`src/rtl/seg_scan_driver_pkg.sv`:
```
// seg_scan_driver_pkg
// Shared definitions for the seven-segment scan driver: FSM state encodings,
// the all-segments-off pattern and the hex-to-segment lookup table.
// Segment patterns are {g,f,e,d,c,b,a}, active-low (0 = lit).
package seg_scan_driver_pkg;

    localparam logic [1:0] IDLE  = 2'd0;
    localparam logic [1:0] BLANK = 2'd1;
    localparam logic [1:0] DRIVE = 2'd2;

    localparam logic [6:0] SEG_OFF = 7'h7F;

    // Index 15 (F) first, down to index 0.
    localparam logic [15:0][6:0] HEX_SEG = {
        7'h0E, 7'h06, 7'h21, 7'h46,   // F E d C
        7'h03, 7'h08, 7'h10, 7'h00,   // b A 9 8
        7'h78, 7'h02, 7'h12, 7'h19,   // 7 6 5 4
        7'h30, 7'h24, 7'h79, 7'h40    // 3 2 1 0
    };

endpackage

```
`src/rtl/seg_scan_driver_hex_decode.sv`:
```
// seg_hex_decode
// Combinational hex nibble to seven-segment pattern.
// Ports:
//   nibble  in  4  hex value 0-F
//   seg_n   out 7  {g,f,e,d,c,b,a}, active-low
module seg_hex_decode (
    input  logic [3:0] nibble,
    output logic [6:0] seg_n
);
    import seg_scan_driver_pkg::*;

    assign seg_n = HEX_SEG[nibble];

endmodule

```
`src/rtl/seg_scan_driver.sv`:
```
// seg_scan_driver
// Multiplexed common-anode seven-segment driver. Runs on sys_clk and advances
// one digit slot per scan_tick enable, inserting a blanking gap before each
// digit is driven. Frame inputs are shadow-latched at frame start so a frame
// is always displayed coherently.
// Ports:
//   sys_clk     in   1         system clock
//   sys_rst_n   in   1         synchronous active-low reset
//   scan_tick   in   1         one-cycle slot advance enable
//   data        in   4*DIGITS  hex nibble per digit
//   dp_in       in   DIGITS    decimal point per digit, active-high
//   digit_en    in   DIGITS    per-digit enable
//   lz_blank    in   1         leading-zero blanking enable
//   an          out  DIGITS    anode selects, active-low
//   seg         out  7         segments {g,f,e,d,c,b,a}, active-low
//   dp          out  1         decimal point, active-low
//   frame_done  out  1         one-cycle pulse at frame wrap
//
// state | meaning
// IDLE  | out of reset, all off, waiting for the first tick
// BLANK | all anodes off for BLANK_CYCLES cycles before the next digit
// DRIVE | current digit driven until the next tick
module seg_scan_driver #(
    parameter int DIGITS       = 8,
    parameter int BLANK_CYCLES = 4,
    parameter int BCW          = 3
) (
    input  logic                  sys_clk,
    input  logic                  sys_rst_n,
    input  logic                  scan_tick,
    input  logic [4*DIGITS-1:0]   data,
    input  logic [DIGITS-1:0]     dp_in,
    input  logic [DIGITS-1:0]     digit_en,
    input  logic                  lz_blank,
    output logic [DIGITS-1:0]     an,
    output logic [6:0]            seg,
    output logic                  dp,
    output logic                  frame_done
);
    import seg_scan_driver_pkg::*;

    localparam int IW = $clog2(DIGITS);
    localparam logic [IW-1:0]  LAST_IDX = IW'(DIGITS - 1);
    localparam logic [BCW-1:0] CNT_LAST = BCW'(BLANK_CYCLES - 1);

    logic [1:0]           state;
    logic [IW-1:0]        idx;
    logic [BCW-1:0]       cnt;
    logic [4*DIGITS-1:0]  sh_data;
    logic [DIGITS-1:0]    sh_dp;
    logic [DIGITS-1:0]    sh_en;
    logic                 sh_lz;

    logic [3:0]           cur_nib;
    logic [6:0]           cur_seg;
    logic [DIGITS-1:0]    lz_mask;
    logic [DIGITS-1:0]    an_next;

    // A digit is blank when it and every digit above it are zero; digit 0
    // always shows so a zero value still displays "0".
    function automatic logic [DIGITS-1:0] calc_lz_mask(
        input logic [4*DIGITS-1:0] d,
        input logic                lz
    );
        logic above_zero;
        above_zero   = 1'b1;
        calc_lz_mask = '0;
        for (int i = DIGITS - 1; i >= 1; i--) begin
            above_zero      = above_zero & (d[4*i +: 4] == 4'h0);
            calc_lz_mask[i] = lz & above_zero;
        end
    endfunction

    assign cur_nib = sh_data[{idx, 2'b00} +: 4];
    assign lz_mask = calc_lz_mask(sh_data, sh_lz);

    seg_hex_decode u_hex_decode (
        .nibble (cur_nib),
        .seg_n  (cur_seg)
    );

    always_comb begin
        an_next      = '1;
        an_next[idx] = ~sh_en[idx];
    end

    always_ff @(posedge sys_clk) begin
        if (!sys_rst_n) begin
            state      <= IDLE;
            idx        <= '0;
            cnt        <= '0;
            sh_data    <= '0;
            sh_dp      <= '0;
            sh_en      <= '0;
            sh_lz      <= 1'b0;
            an         <= '1;
            seg        <= SEG_OFF;
            dp         <= 1'b1;
            frame_done <= 1'b0;
        end else begin
            frame_done <= 1'b0;
            case (state)
                IDLE: begin
                    if (scan_tick) begin
                        sh_data <= data;
                        sh_dp   <= dp_in;
                        sh_en   <= digit_en;
                        sh_lz   <= lz_blank;
                        idx     <= '0;
                        cnt     <= '0;
                        state   <= BLANK;
                    end
                end
                BLANK: begin
                    an  <= '1;
                    cnt <= cnt + 1'b1;
                    if (cnt == CNT_LAST) begin
                        state <= DRIVE;
                        an    <= an_next;
                        seg   <= lz_mask[idx] ? SEG_OFF : cur_seg;
                        dp    <= ~sh_dp[idx];
                    end
                end
                DRIVE: begin
                    if (scan_tick) begin
                        an    <= '1;
                        seg   <= SEG_OFF;
                        dp    <= 1'b1;
                        cnt   <= '0;
                        state <= BLANK;
                        if (idx == LAST_IDX) begin
                            idx        <= '0;
                            sh_data    <= data;
                            sh_dp      <= dp_in;
                            sh_en      <= digit_en;
                            sh_lz      <= lz_blank;
                            frame_done <= 1'b1;
                        end else begin
                            idx <= idx + 1'b1;
                        end
                    end
                end
                default: state <= IDLE;
            endcase
        end
    end

endmodule

```
`config.mk`:
```
export PLATFORM = sky130hd
export DESIGN_NAME = seg_scan_driver
export DESIGN_NICKNAME = d
export VERILOG_FILES = /design/src/rtl/seg_scan_driver_pkg.sv /design/src/rtl/seg_scan_driver_hex_decode.sv /design/src/rtl/seg_scan_driver.sv
export SDC_FILE = /design/constraint.sdc
export NUM_CORES = 1
export LEC_CHECK = 0
export BUFFER_PORTS_ARGS = -buffer_cell sky130_fd_sc_hd__buf_2
export CORE_MARGIN = 5
export CORE_UTILIZATION = 45
export CTS_CLUSTER_DIAMETER = 60
export DETAILED_ROUTE_END_ITERATION = 6
export PLACE_DENSITY = 0.67
export SLEW_MARGIN = 0
export SYNTH_ARGS = -nofsm -noshare
export SYNTH_HDL_FRONTEND = slang
export SYNTH_SLANG_ARGS = --single-unit
```
`constraint.sdc`:
```
create_clock -name sys_clk -period 2.77 [get_ports sys_clk]
set_input_delay 0.1385 -clock sys_clk [delete_from_list [all_inputs] [get_ports sys_clk]]
set_output_delay 0.1385 -clock sys_clk [all_outputs]
set_load 0.05 [all_outputs]
```
==> impl_metrics.tcl <==
set metrics [dict create \
    grt_use_total_pct 17.6 \
    grt_pass1_vias 2930 \
    multi_input_area_um2 1910 \
    postRouteAntennaNets 0 \
    clk_pin_slew_ns 0.08 \
    synthCells 411 \
    dr_total_vias 3072 \
    combPwrFrac_pct 13.0 \
    switching_power_mw 0.614 \
    leakage_nw 1.66 \
    power.internal_mw 1.75 \
    r2r_cells 8 \
    viasPerCell 5.29 \
    ys_seq_area_share_pct 41.5 \
    hold_violations 0 \
    placed_cells 565 \
    worstPathMaxFanout 13 \
    stdcell_count 581 \
    ctsHoldBuffers 0 \
    fin_crit_sh_pct 90.9 \
    slew_viol_final 0 \
    required_ns 3.01 \
    pwr-share-clk_pct 38.3 \
    placed_area_um2 3990 \
    antenna_found_initial 0 \
    outcome "finished clean" \
    relSlewSlack_pct 60.9 \
    syn_area_um2 3570 \
    place.gp.congestion 0.934 \
    cts_tree "yes" \
    min_path_cells 3 \
    drive_gt1_share_pct 23.2 \
    fin_setup_tns_ns 0 \
    synth-edff-count 0 \
    grt_pass1_wl_um 14000 \
    synth-seq-cells 74 \
    cts_buffers 9 \
    synth.distinct_cells 48 \
    ctsResizeCount 0 \
    io_pins 69 \
    finalSetupViolCount 0 \
    dp_hpwl_um 6360 \
    swShare_pct 25.9 \
    synth_ff_type "dfxtp_1" \
    fin_area_um2 4210 \
    cts_max_level 3 \
    maxCapViolations 0 \
    start_util_pct 46.1 \
    core-area_um2 7730 \
    rows 32 \
    setup.worst_path.start_class "flop" \
    die_x_um 99.0 \
    hold_path_class "primary input to flop" \
    drc 0 \
    grt_overflow 0 \
    drt_iter0_drc 154 \
    antenna_cells 0 \
    post-cts-setup-buffers 0 \
    syn_nets 473 \
    criticalPathCategory "flop to flop" \
    rsz0062_at_grt "no" \
    ir_drop_mv 0.291 \
    tightest_slew_ns 0.585 \
    num-nets-final 536 \
    critPathSlowestCell "dfxtp_1" \
    clk-insertion-delay-late_ns 0.35 \
    powerDensity_nw_per_um2 562 \
    p_seq_share_pct 48.8 \
    cts_root_buf "clkbuf_8" \
    skew_ns 0.0114 \
    end_kind "flop" \
    clock-sinks 74 \
    yosys_warnings 0 \
    die_h_um 99.0 \
    seqCellArea_um2 1480 \
    period_needed_ns 2.52 \
    drt_first_pass_iters 4 \
    clk_path_buf_depth 2 \
    cpPeakStageDelay_ns 0.63 \
    fillers 726 \
    syn_avg_cell_area_um2 8.68 \
    wire_per_inst_um 14.4 \
    die_area_um2 9800 \
    timing.fmax_mhz 397 \
    path_cells "mux2i_1 -> nor2_1 -> a211oi_2 -> inv_1 -> ha_1 -> mux2i_1 -> o22ai_1 -> o32a_1" \
    synthToLayoutAreaGrowth_pct 18.1 \
    crit_arrival_ns 2.75 \
    drt-total-wl_um 8370 \
    crit_path_frequent_cell "mux2i_1" \
    io_buffer_count 68 \
    async_flop_share_pct 0 \
    grt_max_degree 50 \
]
sequential cells by signal, indices dropped and copies added (netlist names):
signal and cells:
sh_data 32, an 8, sh_dp 8, sh_en 8, seg 7, cnt 3, idx 3, state 2
dp 1, frame_done 1, sh_lz 1
per-stage QoR:
| step | setup WS [ns] | hold slack [ns] | power [mW] | utilization, % |
|---|---|---|---|---|
| after global routing | 0.0387 | 0.0263 | 2.48 | 54.5 |
| after CTS | 0.215 | 0.0132 | 2.39 | 54.5 |
| after global placement | 0.397 | 0.388 | 1.48 | 51.7 |
| final | 0.251 | 0.0241 | 2.37 | 54.5 |
| after floorplan | 0.496 | 0.283 | 1.38 | - |
| after detailed placement | 0.230 | 0.397 | 1.49 | 51.7 |
worst max-delay path: cells and delay by family (launching register included):
family	cells	cell delay, ns
compound gates	3	0.86
fa+ha+maj	1	0.26
buf+inv	1	0.15
flops	1	0.63
mux	2	0.43
simple gates	1	0.07
cells by family after synthesis:
family	synth area share, %
xor+xnor	0.246
mux	8.28
simple gates	19.5
buf+inv	4.91
flops	41.5
compound gates	22.0
fa+ha+maj	3.51
path summary, 6_finish.rpt:
check        startpoint  endpoint  slack (ns)
min reg2reg    sh_en[1]  sh_en[1]        0.47
max reg2reg      idx[0]    seg[0]        0.25
max              idx[0]    seg[0]        0.25
min            dp_in[4]  sh_dp[4]        0.02
power groups by stage:
stage | Clock (mW) | Combinational, mW | Sequential, mW
3_5_place_dp | 0 | 0.307 | 1.18
4_1_cts | 0.928 | 0.309 | 1.15
2_1_floorplan | 0 | 0.223 | 1.16
3_3_place_gp | 0 | 0.300 | 1.18
5_1_grt | 0.970 | 0.346 | 1.16
6_report | 0.906 | 0.307 | 1.16
cells in the mapped netlist (5+ instances only):
library cell | instances | area [um2]
nand2_1 | 124 | 465
o22ai_1 | 12 | 75.1
nor2_1 | 10 | 37.5
clkbuf_1 | 17 | 63.8
mux2i_1 | 16 | 160
nor3_1 | 5 | 25.0
nor4_1 | 5 | 31.3
nand3_1 | 6 | 30.0
ha_1 | 10 | 125
inv_1 | 8 | 30.0
buf_2 | 5 | 25.0
o21ai_0 | 6 | 30.0
dfxtp_1 | 74 | 1480
a21boi_0 | 52 | 390
routing by layer:
| layer | vias to the layer above | track usage, % | wire length, um |
|---|---|---|---|
| li1 | 1555 | - | - |
| met1 | 1414 | 23.7 | 3910 |
| met2 | 90 | 26.9 | 3850 |
| met3 | 13 | 3.89 | 478 |
| met4 | 0 | 7.88 | 124 |
| met5 | - | 0 | 0 |
placed cells by master (no fill, tap or decap), types with 5 or more instances in the layout:
master	Yosys	routed
mux2i_1	16	16
clkbuf_8	0	9
nor2_1	10	10
a21boi_0	52	52
inv_1	8	8
nor3_1	5	5
o21ai_0	6	6
nand3_1	6	6
nor4_1	5	5
o22ai_1	12	12
nand2_1	124	124
ha_1	10	10
dfxtp_1	74	73
buf_4	1	10
buf_2	5	68
final cells by class:
class	count	area share, %
Sequential cell	74	35.2
Clock inverter	7	2.23
Inverter	9	0.802
Multi-Input combinational cell	301	45.4
Clock buffer	9	2.94
Timing Repair Buffer	79	10.3
Tap cell	102	3.03
Power figures use the tool's default switching activity.
